--- config.mk ---
export PLATFORM = sky130hd
export DESIGN_NAME = word_unpacker_flat
export DESIGN_NICKNAME = d
export VERILOG_FILES = /design/src/rtl/word_unpacker_if.sv /design/src/rtl/word_unpacker.sv /design/src/flat_wrapper.sv
export SDC_FILE = /design/constraint.sdc
export NUM_CORES = 1
export LEC_CHECK = 0
export ABC_AREA = 1
export BUFFER_PORTS_ARGS = -buffer_cell sky130_fd_sc_hd__buf_2
export CAP_MARGIN = 25
export CORE_UTILIZATION = 40
export CTS_BUF_LIST = sky130_fd_sc_hd__clkbuf_8
export DETAILED_ROUTE_END_ITERATION = 7
export PLACE_DENSITY_LB_ADDON = 0.2
export SETUP_SLACK_MARGIN = 0.2
export SYNTH_ARGS = -nofsm -noshare
export SYNTH_HDL_FRONTEND = slang
export SYNTH_SLANG_ARGS = --single-unit
--- constraint.sdc ---
create_clock -name clk -period 3.1 [get_ports clk]
set_clock_uncertainty 0.1 [all_clocks]
set_input_delay 0.155 -clock clk [delete_from_list [all_inputs] [get_ports clk]]
set_output_delay 0.155 -clock clk [all_outputs]
set_load 0.005 [all_outputs]
--- src/rtl/word_unpacker_if.sv ---
// Word-in / byte-out stream bundle for the word unpacker.
interface word_unpacker_if #(
    parameter int unsigned ERR_W = 8
);
    localparam int unsigned WORD_W = 16;
    localparam int unsigned BYTE_W = 8;

    logic              in_valid;
    logic              in_ready;
    logic [WORD_W-1:0] in_word;
    logic              out_valid;
    logic              out_ready;
    logic [BYTE_W-1:0] out_byte;
    logic              out_last;
    logic              mismatch;
    logic [ERR_W-1:0]  err_count;

    // Producer of words / consumer of bytes.
    modport master (
        output in_valid, in_word, out_ready,
        input  in_ready, out_valid, out_byte, out_last, mismatch, err_count
    );

    // The unpacker itself.
    modport slave (
        input  in_valid, in_word, out_ready,
        output in_ready, out_valid, out_byte, out_last, mismatch, err_count
    );
endinterface

--- src/rtl/word_unpacker.sv ---
// Unpacks 16-bit words into a high-byte-first byte stream; optionally
// collapses duplicated-byte words {b,b} into a single byte.
module word_unpacker #(
    parameter bit          DEDUP = 1'b1,
    parameter int unsigned ERR_W = 8
) (
    input  logic         clk,
    input  logic         reset,
    word_unpacker_if.slave bus
);
    localparam int unsigned BYTE_W = 8;
    localparam logic [ERR_W-1:0] ERR_MAX = '1;

    typedef enum logic [1:0] {
        IDLE = 2'd0,
        HI   = 2'd1,
        LO   = 2'd2
    } state_t;

    state_t             state_q, state_d;
    logic [BYTE_W-1:0]  byte_q, byte_d;
    logic [BYTE_W-1:0]  held_lo_q, held_lo_d;
    logic               last_q, last_d;
    logic               valid_q, valid_d;
    logic               mm_q, mm_d;
    logic [ERR_W-1:0]   err_q, err_d;

    logic               in_ready_c;
    logic               accept_c;
    logic [BYTE_W-1:0]  w_hi_c, w_lo_c;
    logic               dup_c;

    // Word halves and handshake decode.
    assign w_hi_c     = bus.in_word[15:8];
    assign w_lo_c     = bus.in_word[7:0];
    assign dup_c      = (w_hi_c == w_lo_c);
    assign in_ready_c = reset && ((state_q == IDLE) || ((state_q == LO) && bus.out_ready));
    assign accept_c   = bus.in_valid && in_ready_c;

    // Next state: drain current byte, then let a new accept overwrite the result.
    always_comb begin
        state_d   = state_q;
        byte_d    = byte_q;
        held_lo_d = held_lo_q;
        last_d    = last_q;
        mm_d      = 1'b0;
        err_d     = err_q;

        case (state_q)
            IDLE: ;
            HI: begin
                if (bus.out_ready) begin
                    state_d = LO;
                    byte_d  = held_lo_q;
                    last_d  = 1'b1;
                end
            end
            LO: begin
                if (bus.out_ready) begin
                    state_d = IDLE;
                    last_d  = 1'b0;
                end
            end
            default: begin
                state_d = IDLE;
                last_d  = 1'b0;
            end
        endcase

        if (accept_c) begin
            held_lo_d = w_lo_c;
            byte_d    = w_hi_c;
            if (DEDUP && dup_c) begin
                state_d = LO;
                last_d  = 1'b1;
            end else begin
                state_d = HI;
                last_d  = 1'b0;
            end
            if (DEDUP && !dup_c) begin
                mm_d = 1'b1;
                if (err_q != ERR_MAX) begin
                    err_d = err_q + ERR_W'(1);
                end
            end
        end

        valid_d = (state_d != IDLE);
    end

    // State and output registers.
    always_ff @(posedge clk or negedge reset) begin
        if (!reset) begin
            state_q   <= IDLE;
            byte_q    <= '0;
            held_lo_q <= '0;
            last_q    <= 1'b0;
            valid_q   <= 1'b0;
            mm_q      <= 1'b0;
            err_q     <= '0;
        end else begin
            state_q   <= state_d;
            byte_q    <= byte_d;
            held_lo_q <= held_lo_d;
            last_q    <= last_d;
            valid_q   <= valid_d;
            mm_q      <= mm_d;
            err_q     <= err_d;
        end
    end

    assign bus.in_ready  = in_ready_c;
    assign bus.out_valid = valid_q;
    assign bus.out_byte  = byte_q;
    assign bus.out_last  = last_q;
    assign bus.mismatch  = mm_q;
    assign bus.err_count = err_q;
endmodule

--- src/flat_wrapper.sv ---
// flat-port wrapper written by rule: the top's interface ports become plain ports
module word_unpacker_flat 
#(
    parameter bit          DEDUP = 1'b1,
    parameter int unsigned ERR_W = 8
)
  (clk, reset, bus_in_valid, bus_in_word, bus_out_ready, bus_in_ready, bus_out_valid, bus_out_byte, bus_out_last, bus_mismatch, bus_err_count);
  word_unpacker_if #(.ERR_W(ERR_W)) bus_i ();
  input  logic clk;
  input  logic reset;
  input wire logic [$bits(bus_i.in_valid)-1:0] bus_in_valid;
  input wire logic [$bits(bus_i.in_word)-1:0] bus_in_word;
  input wire logic [$bits(bus_i.out_ready)-1:0] bus_out_ready;
  output wire logic [$bits(bus_i.in_ready)-1:0] bus_in_ready;
  output wire logic [$bits(bus_i.out_valid)-1:0] bus_out_valid;
  output wire logic [$bits(bus_i.out_byte)-1:0] bus_out_byte;
  output wire logic [$bits(bus_i.out_last)-1:0] bus_out_last;
  output wire logic [$bits(bus_i.mismatch)-1:0] bus_mismatch;
  output wire logic [$bits(bus_i.err_count)-1:0] bus_err_count;
  assign bus_i.in_valid = bus_in_valid;
  assign bus_i.in_word = bus_in_word;
  assign bus_i.out_ready = bus_out_ready;
  assign bus_in_ready = bus_i.in_ready;
  assign bus_out_valid = bus_i.out_valid;
  assign bus_out_byte = bus_i.out_byte;
  assign bus_out_last = bus_i.out_last;
  assign bus_mismatch = bus_i.mismatch;
  assign bus_err_count = bus_i.err_count;
  word_unpacker #(.DEDUP(DEDUP), .ERR_W(ERR_W)) u_core (.clk(clk), .reset(reset), .bus(bus_i));
endmodule
# == Word-level counts from Yosys, hierarchy flattened ==
# Index checks and enable logic that the tools add are counted.
# totals
out_inout_bits,20
reg_bits,29
# classes
addsub,1
muxes,15
reduce_logical,11
bitwise_logic,1
n_eq_ne,7
# ops
cell,n
2-to-1 mux 8 bit,3
adder 8 x 1 -> 8 bit (second input constant),1
equality test 8 bit,1
2-to-1 mux 2 bit,4
inequality test 8 bit (second input constant),1
2-to-1 mux 1 bit,6
inequality test 3 x 2 -> 1 bit (second input constant),2
case mux 2 bit (3 select lines),1
AND reduction 3 bit,2
nonzero test 2 bit,3
logical AND 1 bit,3
case mux 1 bit (3 select lines),1
equality test 2 x 1 -> 1 bit (second input constant),1
equality test 2 bit (second input constant),1
zero test 2 bit,1
inequality test 2 x 1 -> 1 bit (second input constant),1
AND reduction 2 bit,1
logical OR 1 bit,1
inverter 1 bit,1

# == Longest topological paths before layout ==
# depth
word_depth,7
ltp_mapped,10
mapped_depth_nobuf,10

# == Least setup slack after synthesis ==
# Ideal clock, no wire load.
# synth_timing
kind,flip-flop to flip-flop
from,"register u_core.err_q[0], in the netlist u_core.bus.err_count[0]"
to,"register u_core.err_q[2], in the netlist u_core.bus.err_count[2]"
synth_period_minus_slack_ns,1.348
path_buffers,0
t_arrival_ns,1.182
setup_time_ns,0.066
path_stages_with_launch,8
setup_slack_ns,1.752
required_time_ns,2.934
cell_sequence,dfrtp_1 ha_1 nand3_2 nor2_4 nand3_4 nand3_4 nand2_1 nand2_1
# synth_between
elab_chain_len,2
word_cells_on_any_way,3
classes_between,add/sub (1); eq/ne (1); reduce/logical (1)
# synth_lines
element,line_no,source
"start, declared",word_unpacker.sv:26,"logic [ERR_W-1:0] err_q, err_d;"
"start signal, assigned",word_unpacker.sv:108,err_q <= err_d;
"parallel branches: the longest is 2 deep, another holds adder 8 x 1 -> 8 bit",-,
# Parallel ways; which one is timed is not known.
# A chain may end at the register's enable or synchronous reset.

# == Worst setup path in the final report ==
# layout_timing
from,input port reset
to,"register u_core.err_q[0], in the netlist u_core.bus.err_count[0]"
# layout_between
elab_chain_len,3
# layout_lines
element,line_no,source
"start, declared",flat_wrapper.sv:10,input logic reset;
logical AND 1 bit,word_unpacker.sv:37,assign in_ready_c = reset && ((state_q == IDLE) || ((state_q == LO) && bus.out_ready));
logical AND 1 bit,word_unpacker.sv:38,assign accept_c = bus.in_valid && in_ready_c;
AND reduction 3 bit (no source line),-,
# No other way between the ends.

==> flow_metrics.tcl <==
set metrics [dict create \
    status "finished clean" \
    period_share_pct 64.4 \
    yosysUniqueCellTypes 25 \
    core-area_um2 3720 \
    place_congestion 0.764 \
    synth_top_cell_by_area "dfrtp_1" \
    reg2reg_setup_slack_ps 1480 \
    final_cell_mix "78 x nand2_1, 39 x buf_2, 29 x dfrtp_1" \
    htreeDepth 2 \
    yosysTopAreaCellShare_pct 46.4 \
    dieArea_um2 4160 \
    grt_pass1_vias 1261 \
    io-pin-count 40 \
    cts-root-buf "clkbuf_8" \
    die_h_um 64.5 \
    die_x_um 64.5 \
    fin_ws_ps 1100 \
    drv_slew 0 \
    hp-class "input pin to register" \
    path_class "input pin to register" \
    rsz0062_at_grt "false" \
    area_growth_pct 19.9 \
    cts-resized-gates 0 \
    grt_pass1_wl_um 5460 \
    crit_slowest_cell "dlygate4sd3_1" \
    finalHoldViolations 0 \
    grt_use_total_pct 17.4 \
    drcViolationCount 0 \
    p_leak_nw 1.03 \
    num_rows 22 \
    crit_chain "dlygate4sd3_1 > buf_2 > buf_4 > inv_1 > nor2_1 > nand2_1 > inv_2 > nand2_4 > inv_4 > nand3_4 > nand2_1 > nand2_1" \
    firstDrtPassIters 4 \
    worstMarginPinSlew_ps 509 \
    place_ws_ps 1310 \
    avgViaCountPerCell 4.76 \
    yosysSeqAreaShare_pct 46.4 \
    dp_hpwl_um 2210 \
    cap_violations 0 \
    cts_tree "yes" \
    portBuffers 39 \
    yosys_register_bits 29 \
    num_vias 1338 \
    cts_sinks 29 \
    path_clk_slew_ps 60 \
    timing.rr.end "u_core.bus.out_byte[7]" \
    dr_wl_met3_um 138 \
    p_per_area_nw_per_um2 613 \
    wl_per_cell_um 11.0 \
    endpoint "u_core.bus.err_count[0]" \
    crit_arrival_ps 2060 \
    cts_buffer_depth 2 \
    peakVddDrop_mv 0.278 \
    setup-violations-final 0 \
    synth_area_leaders "dfrtp_1 46%, nand2_1 19%, inv_1 5.0%" \
    fin_tns_setup_ps 0 \
    grt_overflow_total 0 \
    antenna_cells 0 \
    syn_nets 209 \
    final_common_cell "nand2_1" \
    final_layout_size_suffix_gt1_share_pct 27.5 \
    drtIter0Drc 90 \
    synth_cells 188 \
    critical-path-max-stage-delay_ps 520 \
    endpoint_kind "register" \
    nNetsFinal 253 \
    period_needed_ps 2000 \
    synth_area_um2 1560 \
    reg2reg_from "u_core.state_q[0]" \
    cp_max_fo 30 \
    drt-total-wl_um 3080 \
    ant_nets 0 \
    start_kind "input pin" \
    syn_area_per_cell_um2 8.32 \
    grt_max_degree 31 \
    critPathRequiredTime_ps 3160 \
    yosys_warnings 0 \
    start_util_pct 42.1 \
    cp_common_cell "nand2_1" \
    critPathLaunch "reset" \
    antenna_found_initial 0 \
    met1_length_um 1540 \
    insertion_delay_ps 270 \
    routed.top_layer "met4" \
    slew_headroom_pct 66.0 \
    fmax_mhz 501 \
    numCtsBuffers 5 \
    rr_worst_depth 7 \
    met2_length_um 1350 \
]
==> layer usage <==
| metal | vias up | GRT usage, % |
|---|---|---|
| met3 | 6 | 5.99 |
| met1 | 613 | 21.7 |
| li1 | 690 | - |
| met5 | - | 0 |
| met2 | 29 | 27.0 |
| met4 | 0 | 7.50 |
==> worst max-delay path, delay by kind of cell <==
family	cells	cell delay, ps
AND/OR/NAND/NOR	6	590
buffers and inverters	6	1300
==> cell usage after synthesis (all sizes together) <==
master,number
nand2,83
dfrtp,29
inv,24
nand4,9
o21ai,8
nand3,7
nor2,7
o221ai,5
buf,4
xnor2,4
o211ai,3
xor2,2
a21oi,1
ha,1
nand3b,1
==> sequential cells by signal, summed over array words and instances (netlist names) <==
register	count
u_core.bus.out_last	1
u_core.bus.out_byte	8
u_core.bus.out_valid	1
u_core.bus.err_count	8
u_core.bus.mismatch	1
u_core.held_lo_q	8
u_core.state_q	2
==> report_power, final <==
part           switching, mW  total, mW  internal (mW)
Sequential            0.0709      0.549          0.478
Clock                  0.133      0.281          0.149
Combinational          0.175      0.320          0.146
Total                  0.378       1.15          0.772
==> timing repair <==
| item | 4_1_cts | 5_1_grt |
|---|---|---|
| buffers inserted | 0 | 0 |
| hold buffers | 1 | 0 |
| hold endpoints to repair | 29 | 0 |
==> area by class of cell <==
class	count	area [um2]
fill	364	1840
inverter	24	92.6
clock inverter	3	11.3
multi-input combinational	131	704
tap	48	60.1
sequential	29	726
clock buffer	5	68.8
timing repair buffer	41	213
==> worst min-delay path by stage <==
stage	startpoint	cells after the start	endpoint
2_1_floorplan	reset	0	u_core.bus.err_count[0]
3_3_place_gp	reset	2	u_core.held_lo_q[1]
3_5_place_dp	reset	2	u_core.held_lo_q[1]
4_1_cts	bus_in_word[3]	3	u_core.held_lo_q[3]
5_1_grt	bus_in_word[3]	3	u_core.held_lo_q[3]
6_report	bus_in_word[2]	3	u_core.held_lo_q[2]
==> stage by stage <==
stage	util, %	instances	total power [mW]	cell area, um2	hold WS, ps
3_5_place_dp	48.0	272	0.877	1790	89.3
5_1_grt	50.5	281	1.24	1880	16.6
3_3_place_gp	48.0	272	0.876	1790	83.8
2_1_floorplan	-	188	0.750	1560	-241
4_1_cts	50.5	281	1.16	1880	5.88
6_report	50.5	281	1.15	1880	9.76
==> kinds of logic after synthesis <==
logic type                 share of synthesized area (%)
adders and majority gates                          0.800
DFF                                                 46.4
xor gates and xnor gates                            3.36
buffers and inverters                               8.56
AOI/OAI and AO/OA                                   9.12
and+or+nand+nor                                     31.8
(Power assumes the default switching activity.)
